### config.mk
export PLATFORM = sky130hd
export DESIGN_NAME = reg_file_sb
export DESIGN_NICKNAME = d
export VERILOG_FILES = /design/src/rtl/reg_file_sb.sv
export SDC_FILE = /design/constraint.sdc
export NUM_CORES = 2
export LEC_CHECK = 0
export BUFFER_PORTS_ARGS = -buffer_cell sky130_fd_sc_hd__clkbuf_2
export CAP_MARGIN = 20
export CORE_ASPECT_RATIO = 0.9
export CORE_UTILIZATION = 60
export DETAILED_ROUTE_END_ITERATION = 8
export PLACE_DENSITY_LB_ADDON = 0.15
export SLEW_MARGIN = 20
export SYNTH_ARGS = -nofsm -noshare
export SYNTH_HDL_FRONTEND = slang
export SYNTH_SLANG_ARGS = --single-unit
### constraint.sdc
create_clock -name clk -period 3.2 [get_ports clk]
set_clock_uncertainty 0.1 [all_clocks]
set_input_delay 0.64 -clock clk [delete_from_list [all_inputs] [get_ports clk]]
set_output_delay 0.64 -clock clk [all_outputs]
set_load 0.01 [all_outputs]
### src/rtl/reg_file_sb.sv
// reg_file_sb: 32x32 integer register file with a load-use scoreboard.
//
// This block sits between ID and WB. WB writes through
// Ctl_RegWrite_in/Rd_in/WriteDatatoReg_in. ID reads rs1/rs2 through
// combinational ports. A busy bit per register tracks loads that have
// been issued but whose writeback has not yet happened. ID gets a stall
// request while a source register it really reads is still busy.
// x0 is hardwired to zero.
//
// Optional feature macro: REGFILE_WB_BYPASS_EN
//   defined   : the read ports forward same-cycle WB data (write-before-read),
//               and a WB retiring a busy register suppresses its stall.
//   undefined : the read ports return stored values only, so a stall
//               releases one cycle after the WB write.
//
// Ports:
//   clk, rst_n                      clock and asynchronous active-low reset
//   Ctl_RegWrite_in, Rd_in,
//   WriteDatatoReg_in               writeback port from WB
//   Rs1_in, Rs2_in                  ID source register indices
//   Rs1_used_in, Rs2_used_in        ID instruction really reads that source
//   issue_valid_in, issue_load_in,
//   issue_rd_in                     instruction leaving ID: valid, is-load, rd
//   flush_in                        pipeline flush; clears every busy bit
//   Rs1Data_out, Rs2Data_out        read data
//   Hazard_stall_out                load-use stall request to PC/IF/ID
module reg_file_sb #(
    parameter int XLEN = 32,
    parameter int NREG = 32
) (
    input  logic            clk,
    input  logic            rst_n,
    input  logic            Ctl_RegWrite_in,
    input  logic [4:0]      Rd_in,
    input  logic [XLEN-1:0] WriteDatatoReg_in,
    input  logic [4:0]      Rs1_in,
    input  logic [4:0]      Rs2_in,
    input  logic            Rs1_used_in,
    input  logic            Rs2_used_in,
    input  logic            issue_valid_in,
    input  logic            issue_load_in,
    input  logic [4:0]      issue_rd_in,
    input  logic            flush_in,
    output logic [XLEN-1:0] Rs1Data_out,
    output logic [XLEN-1:0] Rs2Data_out,
    output logic            Hazard_stall_out
);

    logic [XLEN-1:0] regs [NREG];
    logic [NREG-1:0] busy;
    logic [NREG-1:0] busy_next;

    logic wb_write;
    logic load_issue;
    logic covers1;
    logic covers2;
    logic hz1;
    logic hz2;

    assign wb_write   = Ctl_RegWrite_in && (Rd_in != 5'd0);
    assign load_issue = issue_valid_in && issue_load_in && (issue_rd_in != 5'd0);

    // Priority is encoded by statement order: clear, then set (a newer
    // load to the same rd wins), then flush overrides everything.
    always_comb begin
        busy_next = busy;
        if (wb_write)
            busy_next[Rd_in] = 1'b0;
        if (load_issue)
            busy_next[issue_rd_in] = 1'b1;
        if (flush_in)
            busy_next = '0;
        busy_next[0] = 1'b0;
    end

    always_ff @(posedge clk or negedge rst_n) begin
        if (!rst_n) begin
            for (int i = 0; i < NREG; i++)
                regs[i] <= '0;
            busy <= '0;
        end else begin
            if (wb_write)
                regs[Rd_in] <= WriteDatatoReg_in;
            busy <= busy_next;
        end
    end

`ifdef REGFILE_WB_BYPASS_EN
    assign covers1 = wb_write && (Rd_in == Rs1_in);
    assign covers2 = wb_write && (Rd_in == Rs2_in);
`else
    assign covers1 = 1'b0;
    assign covers2 = 1'b0;
`endif

    always_comb begin
        Rs1Data_out = regs[Rs1_in];
        Rs2Data_out = regs[Rs2_in];
        if (covers1)
            Rs1Data_out = WriteDatatoReg_in;
        if (covers2)
            Rs2Data_out = WriteDatatoReg_in;
        // Gating on rst_n keeps a bypassed WB value from leaking out
        // while the block is held in reset.
        if (Rs1_in == 5'd0 || !rst_n)
            Rs1Data_out = '0;
        if (Rs2_in == 5'd0 || !rst_n)
            Rs2Data_out = '0;
    end

    assign hz1 = Rs1_used_in && (Rs1_in != 5'd0) && busy[Rs1_in] && !covers1;
    assign hz2 = Rs2_used_in && (Rs2_in != 5'd0) && busy[Rs2_in] && !covers2;
    assign Hazard_stall_out = hz1 || hz2;

endmodule
==> impl_results.md <==
- Status: complete, but fails checks
- Failing checks: hold timing, setup timing
- Top Usage Layer GRT: met2
- Initial antenna violation count: 2
- Starting Density: 60.96%
- Post-Synth XOR/XNOR Area: 0%
- Slew of the pin with the lowest slew margin: 976.6 ps
- Die Width: 323.7 um
- Clock transition at path regs: 60 ps
- Post-layout power: 39.74 mW
- H-tree depth: 3
- Crit-path max FO: 10
- Largest net degree at the start of global routing: 185
- CTS tree: done
- Hold Fails Final Rpt: 15
- Count leader, synth: dfrtp_1
- Antenna viol nets, final: 0
- First drt pass iteration count: 5
- DR WL/cell: 33.39 um
- Post-synthesis sequential area ratio: 47.23%
- GR Util met3: 7.893%
- Count of input and output buffers: 124
- Setup crit start kind: input pin
- Mapped cell area: 55,900 um2
- Drt drc: 0
- Fill count: 5,934
- Worst-Skew Late Latency: 680 ps
- Asr flop ratio synth: 100.0%
- Core Box Area: 91,700 um2
- Met1 usage: 48.84%
- Clock sinks: 1,055
- Unrepaired setup endpoints after global routing: true
- First-pass GRT wire length: 251.1 mm
- Critical Path AT: 2490 ps
- Die H: 291.6 um
- Crit path kind: in2out
- Final net count: 3,814
- Synth Area in Simple Gates: 1.873%
- Post-synth top cells: dfrtp_1 (1,055), mux2_2 (994), mux4_2 (521)
- Peak Freq: 309.8 MHz
- Detailed Route WL: 169.4 mm
- CTS Buf Count: 107
- Layout cell share with drive strength beyond 1: 58.52%
- Area Overhead vs Synth: 16.25%
- Syn Inst Count: 3,622
- Max-cap violations: 0
- Clk Tree Root Cell: clkbuf_16
- Yosys cell types: 38
- Vias per std cell: 7.121
- Met2 usage: 57.20%
- Routed vias: 36,134
- GRT Overall Usage: 36.35%
- Tcrit/Tclk final: 100.9%
- Final setup viols: 2
- Largest cells by area after synthesis: dfrtp_1 (47%), mux4_2 (21%), mux2_2 (20%)
- Hold Crit Class: in2async
- Fin. max-slew vios: 0
- Most used DFF post-synth: dfrtp_1
- Gr ovfl total: 0
- Leakage power: 28.77 nW
- Top-area cell type share of the netlist area: 47.23%
- GPL Wtd Cong: 0.8590
- Worst endpoint required time: 2460 ps
- Post-synthesis adder-cell area fraction: 0%
- Fin Hold WS: -38.88 ps
- Register bit count reported by yosys: 1,055
- Post-route minimum period: 3227 ps
- Peak VDD IR: 0.0005145 V
- Post-synth top area cell: dfrtp_1
- Post-synth EDFFs: 0
- CP Capture Type: output port
- CTS Buffer Depth: 3
- Setup WS post-layout: -27.43 ps
- Largest family of logic cells by synthesized area: multiplexers
- Synth warn: 0
- Die area: 94,390 um2
- Pre-CTS WS: -247.1 ps
- Post-synthesis compound-gate area fraction: 2.135%
- Mapped Nets: 3,682
- DP HPWL: 98.28 mm
- Vias in the first global route: 38,445
- Io pins: 125
- Row count: 105
- Pwr Density: 611.6 nW/um2
- Initial DRC count: 3,930
- Mux cell area share after synthesis: 45.73%
- Worst slew margin relative to its limit: 34.89%
- Avg Synthesized Cell Area: 15.43 um2
==> flip-flops by register name, summed over array words and instances (netlist names) <==
name,flops
busy,31
regs,1024
==> layout make-up <==
| type | count | area [um2] | area share, % |
|---|---|---|---|
| diodes | 1 | 2.502 | 0.003851 |
| clock buffers | 151 | 3134 | 4.823 |
| multi-input cells | 2158 | 28150 | 43.32 |
| well taps | 1230 | 1539 | 2.368 |
| clock inverters | 47 | 783.3 | 1.205 |
| inverters | 3 | 11.26 | 0.01733 |
| flip-flops and latches | 1055 | 26400 | 40.63 |
| repair buffers | 429 | 4962 | 7.636 |
==> per-layer routing <==
layer	wire, um	vias to the layer above
met4	8299	4
met1	64860	19381
met2	81680	1935
met3	14570	512
met5	18	-
li1	-	14302
==> per-stage QoR <==
stage / instances / TNS (ps) / util, % / area [um2]
2_1_floorplan: 3622 / 0 / - / 55900
3_3_place_gp: 4828 / -6478 / 65.29 / 59870
3_5_place_dp: 4828 / -6747 / 65.29 / 59870
4_1_cts: 5050 / -32.85 / 70.28 / 64440
5_1_grt: 5073 / -314.9 / 70.86 / 64980
6_report: 5074 / -42.49 / 70.86 / 64980
==> cell usage in the layout, fill, tap and decap left out, types with 5 or more instances in the layout <==
cell,count
buf_6,10
nand3b_1,5
a21oi_1,13
buf_8,7
a22oi_1,20
or2_4,18
buf_12,98
buf_4,161
mux2_2,994
nand2_1,19
mux2i_2,17
a211oi_1,5
nor2_1,29
clkinvlp_4,11
dfrtp_1,1055
bufinv_16,19
inv_6,7
clkbuf_2,116
nor2_4,12
clkinv_2,7
bufbuf_16,5
o22ai_1,126
clkbuf_16,117
mux2i_1,242
o21ai_0,12
nor3_1,5
or2_2,48
mux4_2,521
nor2b_1,6
clkbuf_1,16
clkbuf_8,29
buf_16,21
nand2_2,13
nor3b_1,6
==> path summary, 6_finish.rpt <==
check,start,to,slack (ps),cells past startpoint
setup / recovery,Rs2_in[0],Rs2Data_out[31],-30,9
hold / removal,rst_n,regs[727]$_DFFE_PN0P_,-40,2
setup reg to reg,regs[139]$_DFFE_PN0P_,regs[139]$_DFFE_PN0P_,2200,2
hold reg to reg,regs[1013]$_DFFE_PN0P_,regs[1013]$_DFFE_PN0P_,290,0
max in group asynchronous,rst_n,regs[294]$_DFFE_PN0P_,1470,4
min in group clk,regs[1013]$_DFFE_PN0P_,regs[1013]$_DFFE_PN0P_,290,0
==> power breakdown <==
part / switching, mW / internal [mW] / total, mW
Sequential: 1.87 / 15.8 / 17.7
Clock: 5.53 / 8.37 / 13.9
Combinational: 3.11 / 5.08 / 8.19
==> logic make-up after synthesis <==
family | count (synthesis)
DFF | 1055
and+or+nand+nor | 193
AOI/OAI and AO/OA | 187
muxes | 1778
buffers and inverters | 409
==> critical path: stages <==
cell and delay, ps:
buf_16 140, buf_12 180, clkbuf_16 170, o311ai_4 250, buf_12 180, buf_8 190, o22ai_1 140, or2_2 380
clkbuf_2 150
==> repair_timing <==
action / in CTS / in global routing
pin swaps: 2 / 5
hold buffers: 0 / 0
buffers inserted: 15 / 12
gates resized for setup: 54 / 35
cloned: 9 / 9
setup endpoints to repair: 60 / 52
(Power assumes the default switching activity.)
